[src/rtl/swc_rtu_pkg.sv]
// ---------------------------------------------------------------------------
// swc_rtu_pkg
// Shared definitions for the RTU response queue.
//   rsp_t          : response record {mask, drop, prio}, sized for the widest
//                    supported configuration (16 ports, 8-bit priority).
//   swc_rtu_log2() : ceiling log2, used to size pointers and occupancy counts.
// ---------------------------------------------------------------------------
package swc_rtu_pkg;

  localparam int c_max_ports      = 16;
  localparam int c_max_prio_width = 8;

  typedef struct packed {
    logic [c_max_ports-1:0]      mask;
    logic                        drop;
    logic [c_max_prio_width-1:0] prio;
  } rsp_t;

  // Ceiling log2; returns 0 for n <= 1.
  function automatic int swc_rtu_log2(input int n);
    int r;
    r = 0;
    for (int i = 0; i < 31; i++) begin
      if ((1 << i) < n) r = i + 1;
    end
    return r;
  endfunction

endpackage

[src/rtl/swc_rtu_rsp_fifo.sv]
// ---------------------------------------------------------------------------
// swc_rtu_rsp_fifo
// Single-port first-word-fall-through response FIFO with occupancy count and
// sticky overflow flag.
//   clk_i, rst_i        : clock, asynchronous active-high reset
//   wr_i, mask_i,
//   drop_i, prio_i      : enqueue strobe and entry fields
//   full_o              : occupancy == g_depth
//   valid_o, ack_i      : head entry present / consume head
//   mask_o, drop_o,
//   prio_o              : head entry fields
//   usedw_o             : occupancy (one bit wider than the pointers)
//   ovf_o, ovf_clr_i    : sticky overflow flag and its clear strobe
// ---------------------------------------------------------------------------
module swc_rtu_rsp_fifo
  import swc_rtu_pkg::*;
#(
  parameter int  g_mask_width     = 7,
  parameter int  g_prio_width     = 3,
  parameter int  g_depth          = 4,
  parameter int  g_zero_mask_drop = 1,
  localparam int c_aw             = swc_rtu_log2(g_depth),
  localparam int c_uw             = c_aw + 1
) (
  input  logic                    clk_i,
  input  logic                    rst_i,
  input  logic                    wr_i,
  input  logic [g_mask_width-1:0] mask_i,
  input  logic                    drop_i,
  input  logic [g_prio_width-1:0] prio_i,
  output logic                    full_o,
  output logic                    valid_o,
  input  logic                    ack_i,
  output logic [g_mask_width-1:0] mask_o,
  output logic                    drop_o,
  output logic [g_prio_width-1:0] prio_o,
  output logic [c_uw-1:0]         usedw_o,
  output logic                    ovf_o,
  input  logic                    ovf_clr_i
);

  localparam int              c_ew   = g_mask_width + 1 + g_prio_width;
  localparam logic [c_uw-1:0] c_full = c_uw'(g_depth);

  logic [c_ew-1:0] mem_q [g_depth];
  logic [c_aw-1:0] wr_ptr_q, wr_ptr_d;
  logic [c_aw-1:0] rd_ptr_q, rd_ptr_d;
  logic [c_uw-1:0] usedw_q, usedw_d;
  logic            ovf_q, ovf_d;

  logic            is_empty, is_full;
  logic            push, pop, ovf_set, drop_eff;
  logic [c_ew-1:0] wr_entry;

  always_comb begin
    is_empty = (usedw_q == '0);
    is_full  = (usedw_q == c_full);
    // Ack on an empty FIFO is ignored.
    pop      = ack_i && !is_empty;
    // A pop in the same cycle frees the slot, so a full FIFO still accepts.
    push     = wr_i && (!is_full || pop);
    ovf_set  = wr_i && is_full && !pop;

    drop_eff = drop_i || ((g_zero_mask_drop != 0) && (mask_i == '0));
    wr_entry = {mask_i, drop_eff, prio_i};

    wr_ptr_d = push ? (wr_ptr_q + c_aw'(1)) : wr_ptr_q;
    rd_ptr_d = pop  ? (rd_ptr_q + c_aw'(1)) : rd_ptr_q;

    usedw_d = usedw_q;
    if (push && !pop) begin
      usedw_d = usedw_q + c_uw'(1);
    end else if (pop && !push) begin
      usedw_d = usedw_q - c_uw'(1);
    end

    // A new overflow wins over a simultaneous clear.
    ovf_d = (ovf_q && !ovf_clr_i) || ovf_set;
  end

  always_ff @(posedge clk_i or posedge rst_i) begin
    if (rst_i) begin
      wr_ptr_q <= '0;
      rd_ptr_q <= '0;
      usedw_q  <= '0;
      ovf_q    <= 1'b0;
    end else begin
      wr_ptr_q <= wr_ptr_d;
      rd_ptr_q <= rd_ptr_d;
      usedw_q  <= usedw_d;
      ovf_q    <= ovf_d;
    end
  end

  // Storage is not reset; the occupancy count alone defines which slots hold data.
  always_ff @(posedge clk_i) begin
    if (push) mem_q[wr_ptr_q] <= wr_entry;
  end

  // Head fields come straight from the storage registers, giving the
  // one-cycle write-to-valid fall-through.
  assign {mask_o, drop_o, prio_o} = mem_q[rd_ptr_q];
  assign valid_o = (usedw_q != '0);
  assign full_o  = (usedw_q == c_full);
  assign usedw_o = usedw_q;
  assign ovf_o   = ovf_q;

endmodule

[src/rtl/swc_rtu_rsp_queue.sv]
// ---------------------------------------------------------------------------
// swc_rtu_rsp_queue
// Bank of independent per-port RTU response FIFOs feeding the switch core.
// All per-port buses are flattened, port p occupying slice p of each bus.
//   clk_i, rst_i                  : clock, asynchronous active-high reset
//   req_wr_i/req_mask_i/
//   req_drop_i/req_prio_i         : per-port enqueue strobe and entry
//   req_full_o                    : per-port FIFO full
//   rtu_rsp_valid_o/rtu_rsp_ack_i : per-port head valid / consume
//   rtu_dst_port_mask_o/
//   rtu_drop_o/rtu_prio_o         : per-port head entry fields
//   usedw_o                       : per-port occupancy
//   ovf_o/ovf_clr_i               : per-port sticky overflow and clear
// ---------------------------------------------------------------------------
module swc_rtu_rsp_queue
  import swc_rtu_pkg::*;
#(
  parameter int  g_num_ports      = 7,
  parameter int  g_prio_width     = 3,
  parameter int  g_depth          = 4,
  parameter int  g_zero_mask_drop = 1,
  localparam int c_uw             = swc_rtu_log2(g_depth) + 1
) (
  input  logic                                clk_i,
  input  logic                                rst_i,
  input  logic [g_num_ports-1:0]              req_wr_i,
  input  logic [g_num_ports*g_num_ports-1:0]  req_mask_i,
  input  logic [g_num_ports-1:0]              req_drop_i,
  input  logic [g_num_ports*g_prio_width-1:0] req_prio_i,
  output logic [g_num_ports-1:0]              req_full_o,
  output logic [g_num_ports-1:0]              rtu_rsp_valid_o,
  input  logic [g_num_ports-1:0]              rtu_rsp_ack_i,
  output logic [g_num_ports*g_num_ports-1:0]  rtu_dst_port_mask_o,
  output logic [g_num_ports-1:0]              rtu_drop_o,
  output logic [g_num_ports*g_prio_width-1:0] rtu_prio_o,
  output logic [g_num_ports*c_uw-1:0]         usedw_o,
  output logic [g_num_ports-1:0]              ovf_o,
  input  logic [g_num_ports-1:0]              ovf_clr_i
);

  localparam int N  = g_num_ports;
  localparam int PW = g_prio_width;

  for (genvar gi = 0; gi < N; gi++) begin : g_port
    swc_rtu_rsp_fifo #(
      .g_mask_width     (N),
      .g_prio_width     (PW),
      .g_depth          (g_depth),
      .g_zero_mask_drop (g_zero_mask_drop)
    ) u_fifo (
      .clk_i     (clk_i),
      .rst_i     (rst_i),
      .wr_i      (req_wr_i[gi]),
      .mask_i    (req_mask_i[gi*N +: N]),
      .drop_i    (req_drop_i[gi]),
      .prio_i    (req_prio_i[gi*PW +: PW]),
      .full_o    (req_full_o[gi]),
      .valid_o   (rtu_rsp_valid_o[gi]),
      .ack_i     (rtu_rsp_ack_i[gi]),
      .mask_o    (rtu_dst_port_mask_o[gi*N +: N]),
      .drop_o    (rtu_drop_o[gi]),
      .prio_o    (rtu_prio_o[gi*PW +: PW]),
      .usedw_o   (usedw_o[gi*c_uw +: c_uw]),
      .ovf_o     (ovf_o[gi]),
      .ovf_clr_i (ovf_clr_i[gi])
    );
  end

endmodule

[config.mk]
export PLATFORM = sky130hd
export DESIGN_NAME = swc_rtu_rsp_queue
export DESIGN_NICKNAME = d
export VERILOG_FILES = /design/src/rtl/swc_rtu_pkg.sv /design/src/rtl/swc_rtu_rsp_fifo.sv /design/src/rtl/swc_rtu_rsp_queue.sv
export SDC_FILE = /design/constraint.sdc
export NUM_CORES = 1
export LEC_CHECK = 0
export ABC_AREA = 1
export CORE_MARGIN = 10
export CORE_UTILIZATION = 50
export DETAILED_ROUTE_END_ITERATION = 10
export PLACE_DENSITY = 0.74
export SYNTH_ARGS = -nofsm -noshare
export SYNTH_HDL_FRONTEND = slang
export SYNTH_SLANG_ARGS = --single-unit
[constraint.sdc]
create_clock -name clk_i -period 2.89 [get_ports clk_i]
set_input_delay 0.578 -clock clk_i [delete_from_list [all_inputs] [get_ports clk_i]]
set_output_delay 0.578 -clock clk_i [all_outputs]
set_load 0.03 [all_outputs]
==> report_table.html <==
<table>
<tr><th>Metric</th><th>Value</th></tr>
<tr><th colspan="2">Place</th></tr>
<tr><td>Dpl hpwl</td><td>22900 um</td></tr>
<tr><td>GP Congestion</td><td>0.857</td></tr>
<tr><td>Cell area after placement</td><td>18100 um2</td></tr>
<tr><td>Port Buffers</td><td>218</td></tr>
<tr><th colspan="2">Final layout</th></tr>
<tr><td>Fill cell count</td><td>2376</td></tr>
<tr><td>Ratio of cells with drive above 1 in the final layout</td><td>8.68%</td></tr>
<tr><td>Multi-input gate area</td><td>3950 um2</td></tr>
<tr><td>Final cell area excluding filler cells</td><td>19400 um2</td></tr>
<tr><td>Flip-flop and latch area</td><td>10700 um2</td></tr>
<tr><td>Syn-to-layout area delta</td><td>22.8%</td></tr>
<tr><td>Nets</td><td>1717</td></tr>
<tr><th colspan="2">Outcome</th></tr>
<tr><td>Result of the run</td><td>complete, no violations</td></tr>
<tr><th colspan="2">Yosys</th></tr>
<tr><td>Fraction of post-synthesis cell area in the top cell type by area</td><td>58.7%</td></tr>
<tr><td>Fraction of registers with async set or reset after synthesis</td><td>15.4%</td></tr>
<tr><td>Largest area contributor in the netlist</td><td>sky130_fd_sc_hd__edfxtp_1</td></tr>
<tr><td>Mean instance size in the synthesized netlist</td><td>11.7 um2</td></tr>
<tr><td>Synth top area cells</td><td>sky130_fd_sc_hd__edfxtp_1 59%, sky130_fd_sc_hd__dfrtp_1 8.9%, sky130_fd_sc_hd__nor2_1 6.5%</td></tr>
<tr><td>Post-synth top cells</td><td>308 x sky130_fd_sc_hd__edfxtp_1, 273 x sky130_fd_sc_hd__nor2_1, 158 x sky130_fd_sc_hd__o21ai_1</td></tr>
<tr><td>Synthesized netlist net count</td><td>1494</td></tr>
<tr><td>Primary FF master, synth</td><td>sky130_fd_sc_hd__edfxtp_1</td></tr>
<tr><td>Sequential cell area fraction in the yosys report</td><td>67.6%</td></tr>
<tr><td>Number of instances in the synthesized netlist</td><td>1352</td></tr>
<tr><td>Synth Cell Area</td><td>15800 um2</td></tr>
<tr><td>Post-synth EDFFs</td><td>308</td></tr>
<tr><td>Cell variety after synth</td><td>23</td></tr>
<tr><td>Syn. warnings</td><td>0</td></tr>
<tr><td>Library cell with the highest instance count after synthesis</td><td>sky130_fd_sc_hd__edfxtp_1</td></tr>
<tr><td>Register bit count reported by yosys</td><td>364</td></tr>
<tr><th colspan="2">Critical path</th></tr>
<tr><td>Worst reg2reg path endpoint</td><td>g_port[2].u_fifo.usedw_o[2]$_DFFE_PP0P_</td></tr>
<tr><td>Cells on worst reg2reg path</td><td>12</td></tr>
<tr><td>Crit path kind</td><td>flip-flop to output port</td></tr>
<tr><td>Internal reg-to-reg setup slack</td><td>910 ps</td></tr>
<tr><td>Launching point of the worst reg2reg path</td><td>g_port[2].u_fifo.usedw_o[0]$_DFFE_PP0P_</td></tr>
<tr><td>Highest fanout seen on the critical path</td><td>23</td></tr>
<tr><td>Required @ worst endpoint</td><td>2310 ps</td></tr>
<tr><td>Crit path launch type</td><td>flip-flop</td></tr>
<tr><td>Kind of capture point of the worst setup path</td><td>output port</td></tr>
<tr><td>Critical Path Source</td><td>g_port[0].u_fifo.rd_ptr_q[1]$_DFFE_PP0N_</td></tr>
<tr><td>Arrival time worst endpoint</td><td>2250 ps</td></tr>
<tr><th colspan="2">Timing</th></tr>
<tr><td>Worst clock skew</td><td>12.8 ps</td></tr>
<tr><td>Max Freq</td><td>0.354 GHz</td></tr>
<tr><td>Final count of hold timing violations</td><td>0</td></tr>
<tr><td>Final worst path period share</td><td>97.9%</td></tr>
<tr><td>Shortest clock period the worst path allows after layout</td><td>2830 ps</td></tr>
<tr><td>Final setup violating endpoints</td><td>0</td></tr>
<tr><td>Worst Tran Pin Value</td><td>502 ps</td></tr>
<tr><td>Slew headroom</td><td>66.5%</td></tr>
<tr><td>Worst hold slack</td><td>421 ps</td></tr>
<tr><td>RSZ-0062 raised after global routing</td><td>true</td></tr>
<tr><td>Number of slew-limit violations in the final report</td><td>0</td></tr>
<tr><th colspan="2">Global routing</th></tr>
<tr><td>Total overflow reported by the global router</td><td>0</td></tr>
<tr><td>Maximum number of pins on one net before global-route repair</td><td>38</td></tr>
<tr><td>Number of antenna violations at the first check in global routing</td><td>2</td></tr>
<tr><td>Wire length of the first global-routing pass</td><td>52600 um</td></tr>
<tr><td>Gr usage total</td><td>16.7%</td></tr>
<tr><td>Number of global-route vias before repair</td><td>10089</td></tr>
<tr><th colspan="2">Floorplanning</th></tr>
<tr><td>Initial Util</td><td>51.1%</td></tr>
<tr><td>Overall die area</td><td>39000 um2</td></tr>
<tr><td>Horizontal die dimension</td><td>198 um</td></tr>
<tr><td>Die height</td><td>198 um</td></tr>
<tr><td>Core ar.</td><td>30800 um2</td></tr>
<tr><td>Number of top-level pins</td><td>219</td></tr>
<tr><td>Number of placement rows</td><td>64</td></tr>
<tr><th colspan="2">Pwr</th></tr>
<tr><td>Cell leakage power</td><td>7.80 nW</td></tr>
<tr><td>Power consumption</td><td>21.4 mW</td></tr>
<tr><td>Worst VDD drop</td><td>0.000781 V</td></tr>
<tr><td>Power per standard cell area</td><td>1100 nW/um2</td></tr>
<tr><th colspan="2">Clocking</th></tr>
<tr><td>Num Clock Sinks</td><td>364</td></tr>
<tr><td>CTS Buf Count</td><td>38</td></tr>
<tr><td>Clk root buf</td><td>sky130_fd_sc_hd__clkbuf_16</td></tr>
<tr><td>H-tree level count</td><td>2</td></tr>
<tr><td>TritonCTS clock tree</td><td>built</td></tr>
<tr><td>Bufs on Longest Clock Path</td><td>3</td></tr>
<tr><td>Insertion delay to the later sink of the worst-skew pair</td><td>510 ps</td></tr>
<tr><td>Buffers inserted during post-CTS setup optimization</td><td>0</td></tr>
<tr><td>Clock slew at reported path FFs</td><td>60 ps</td></tr>
<tr><td>Number of hold buffers added after cts</td><td>0</td></tr>
<tr><th colspan="2">Drt</th></tr>
<tr><td>DRC viols</td><td>0</td></tr>
<tr><td>Average vias per placed instance</td><td>5.06</td></tr>
<tr><td>Iter 0 DRT Violations</td><td>473</td></tr>
<tr><td>Length of the first detailed-routing pass in iterations</td><td>4</td></tr>
<tr><td>Wire length reported by the detailed router</td><td>33500 um</td></tr>
<tr><td>Number of routed nets with antenna violations</td><td>0</td></tr>
<tr><td>Vias after detailed routing</td><td>10129</td></tr>
<tr><td>Average wire length per cell after detail routing</td><td>16.8 um</td></tr>
<tr><th colspan="2">Job</th></tr>
<tr><td>Max-cap check violation count</td><td>0</td></tr>
<tr><th colspan="2">Worst hold path</th></tr>
<tr><td>Worst min path class</td><td>input pin to asynchronous set/reset pin</td></tr>
</table>
-- routing by layer --
layer | wire length, um | vias up | GRT usage [%]
li1 | - | 5015 | -
met1 | 13800 | 4810 | 20.0
met2 | 16500 | 257 | 28.3
met3 | 2510 | 47 | 5.14
met4 | 704 | 0 | 5.35
met5 | 0 | - | 0
-- per-stage QoR --
stage	TNS, ps	std cells	setup slack (ps)	util (%)
after global routing	-59.8	2000	-22.1	62.8
after floorplan	0	1352	941	-
after detailed placement	0	1931	372	58.7
after global placement	0	1931	426	58.7
after CTS	0	1998	0.831	62.4
final	0	2000	61.3	62.8
-- critical path, stage by stage (launching register included) --
cell                              delay, ps
sky130_fd_sc_hd__dfrtp_1                400
sky130_fd_sc_hd__inv_2                  280
sky130_fd_sc_hd__o21ai_0                160
sky130_fd_sc_hd__o21ai_1                180
sky130_fd_sc_hd__clkdlybuf4s50_1        720
-- logic make-up (layout without fill, tap and decap cells) --
kind of cell / count (synthesis) / count (layout) / share of synthesized area, %
other: 0 / 2 / 0
flip-flops: 364 / 364 / 67.6
AND/OR/NAND/NOR: 504 / 504 / 13.4
adder cells (fa/ha/maj): 42 / 42 / 3.67
XOR/XNOR: 7 / 7 / 0.389
buffers and inverters: 197 / 447 / 7.36
AO/OA/AOI/OAI: 238 / 238 / 7.61
-- repair_timing --
| action | CTS | global route |
|---|---|---|
| setup endpoints to repair | 37 | 45 |
| resized for setup | 23 | 46 |
| cloned | 0 | 0 |
-- worst max-delay path by stage --
stage          cells past startpoint                          endpoint  slack [ps]
6_report                           4            rtu_dst_port_mask_o[6]          60
5_1_grt                            4            rtu_dst_port_mask_o[6]         -20
4_1_cts                            5                     rtu_prio_o[4]         0.8
3_5_place_dp                       6                    rtu_prio_o[13]         370
3_3_place_gp                       6                    rtu_prio_o[13]         430
2_1_floorplan                      1  g_port[0].u_fifo.ovf_o$_DFF_PP0_         940
-- state kept, by name (all words and copies together) (netlist names) --
| name | cells |
|---|---|
| g_port.u_fifo.usedw_o | 21 |
| g_port.u_fifo.rd_ptr_q | 14 |
| g_port.u_fifo.wr_ptr_q | 14 |
| g_port.u_fifo.mem_q | 308 |
| g_port.u_fifo.ovf_o | 7 |
-- cell usage in the layout (no fill, tap or decap) --
cell	instances
sky130_fd_sc_hd__bufinv_16	2
sky130_fd_sc_hd__inv_1	105
sky130_fd_sc_hd__ha_1	35
sky130_fd_sc_hd__nor2_2	7
sky130_fd_sc_hd__nand2_1	140
sky130_fd_sc_hd__nand4_1	7
sky130_fd_sc_hd__dfrtp_2	2
sky130_fd_sc_hd__clkbuf_16	39
sky130_fd_sc_hd__dfrtp_1	53
sky130_fd_sc_hd__clkinvlp_4	1
sky130_fd_sc_hd__clkbuf_8	3
sky130_fd_sc_hd__dlygate4sd2_1	20
sky130_fd_sc_hd__inv_4	8
sky130_fd_sc_hd__inv_2	5
sky130_fd_sc_hd__nor3_1	14
sky130_fd_sc_hd__fa_1	7
sky130_fd_sc_hd__buf_4	40
sky130_fd_sc_hd__nor2_1	273
sky130_fd_sc_hd__dlymetal6s2s_1	41
sky130_fd_sc_hd__clkinv_2	7
sky130_fd_sc_hd__nand2_2	7
sky130_fd_sc_hd__o22ai_1	7
sky130_fd_sc_hd__clkdlybuf4s50_1	157
sky130_fd_sc_hd__clkbuf_1	9
sky130_fd_sc_hd__nand2_4	7
sky130_fd_sc_hd__inv_6	1
sky130_fd_sc_hd__buf_12	2
sky130_fd_sc_hd__diode_2	2
sky130_fd_sc_hd__o21ai_0	73
sky130_fd_sc_hd__edfxtp_1	308
sky130_fd_sc_hd__nand3_2	7
sky130_fd_sc_hd__dfrtp_4	1
sky130_fd_sc_hd__clkinv_1	7
sky130_fd_sc_hd__o21ai_1	158
sky130_fd_sc_hd__xnor2_1	7
sky130_fd_sc_hd__nand3_1	42
-- power by group --
part / leakage, nW / total [mW] / internal, mW / switching [mW]
sequential: 3.51 / 7.58 / 6.91 / 0.678
clock: 0.576 / 4.59 / 2.72 / 1.86
combinational: 3.71 / 9.22 / 3.28 / 5.94
-- area by class of cell --
class	count	area share, %
inverters	120	2.44
multi-input cells	791	20.4
diodes	2	0.0259
well taps	396	2.56
clock inverters	16	0.659
flip-flops and latches	364	55.0
clock buffers	51	5.43
repair buffers	260	13.4
(Power assumes the default switching activity.)
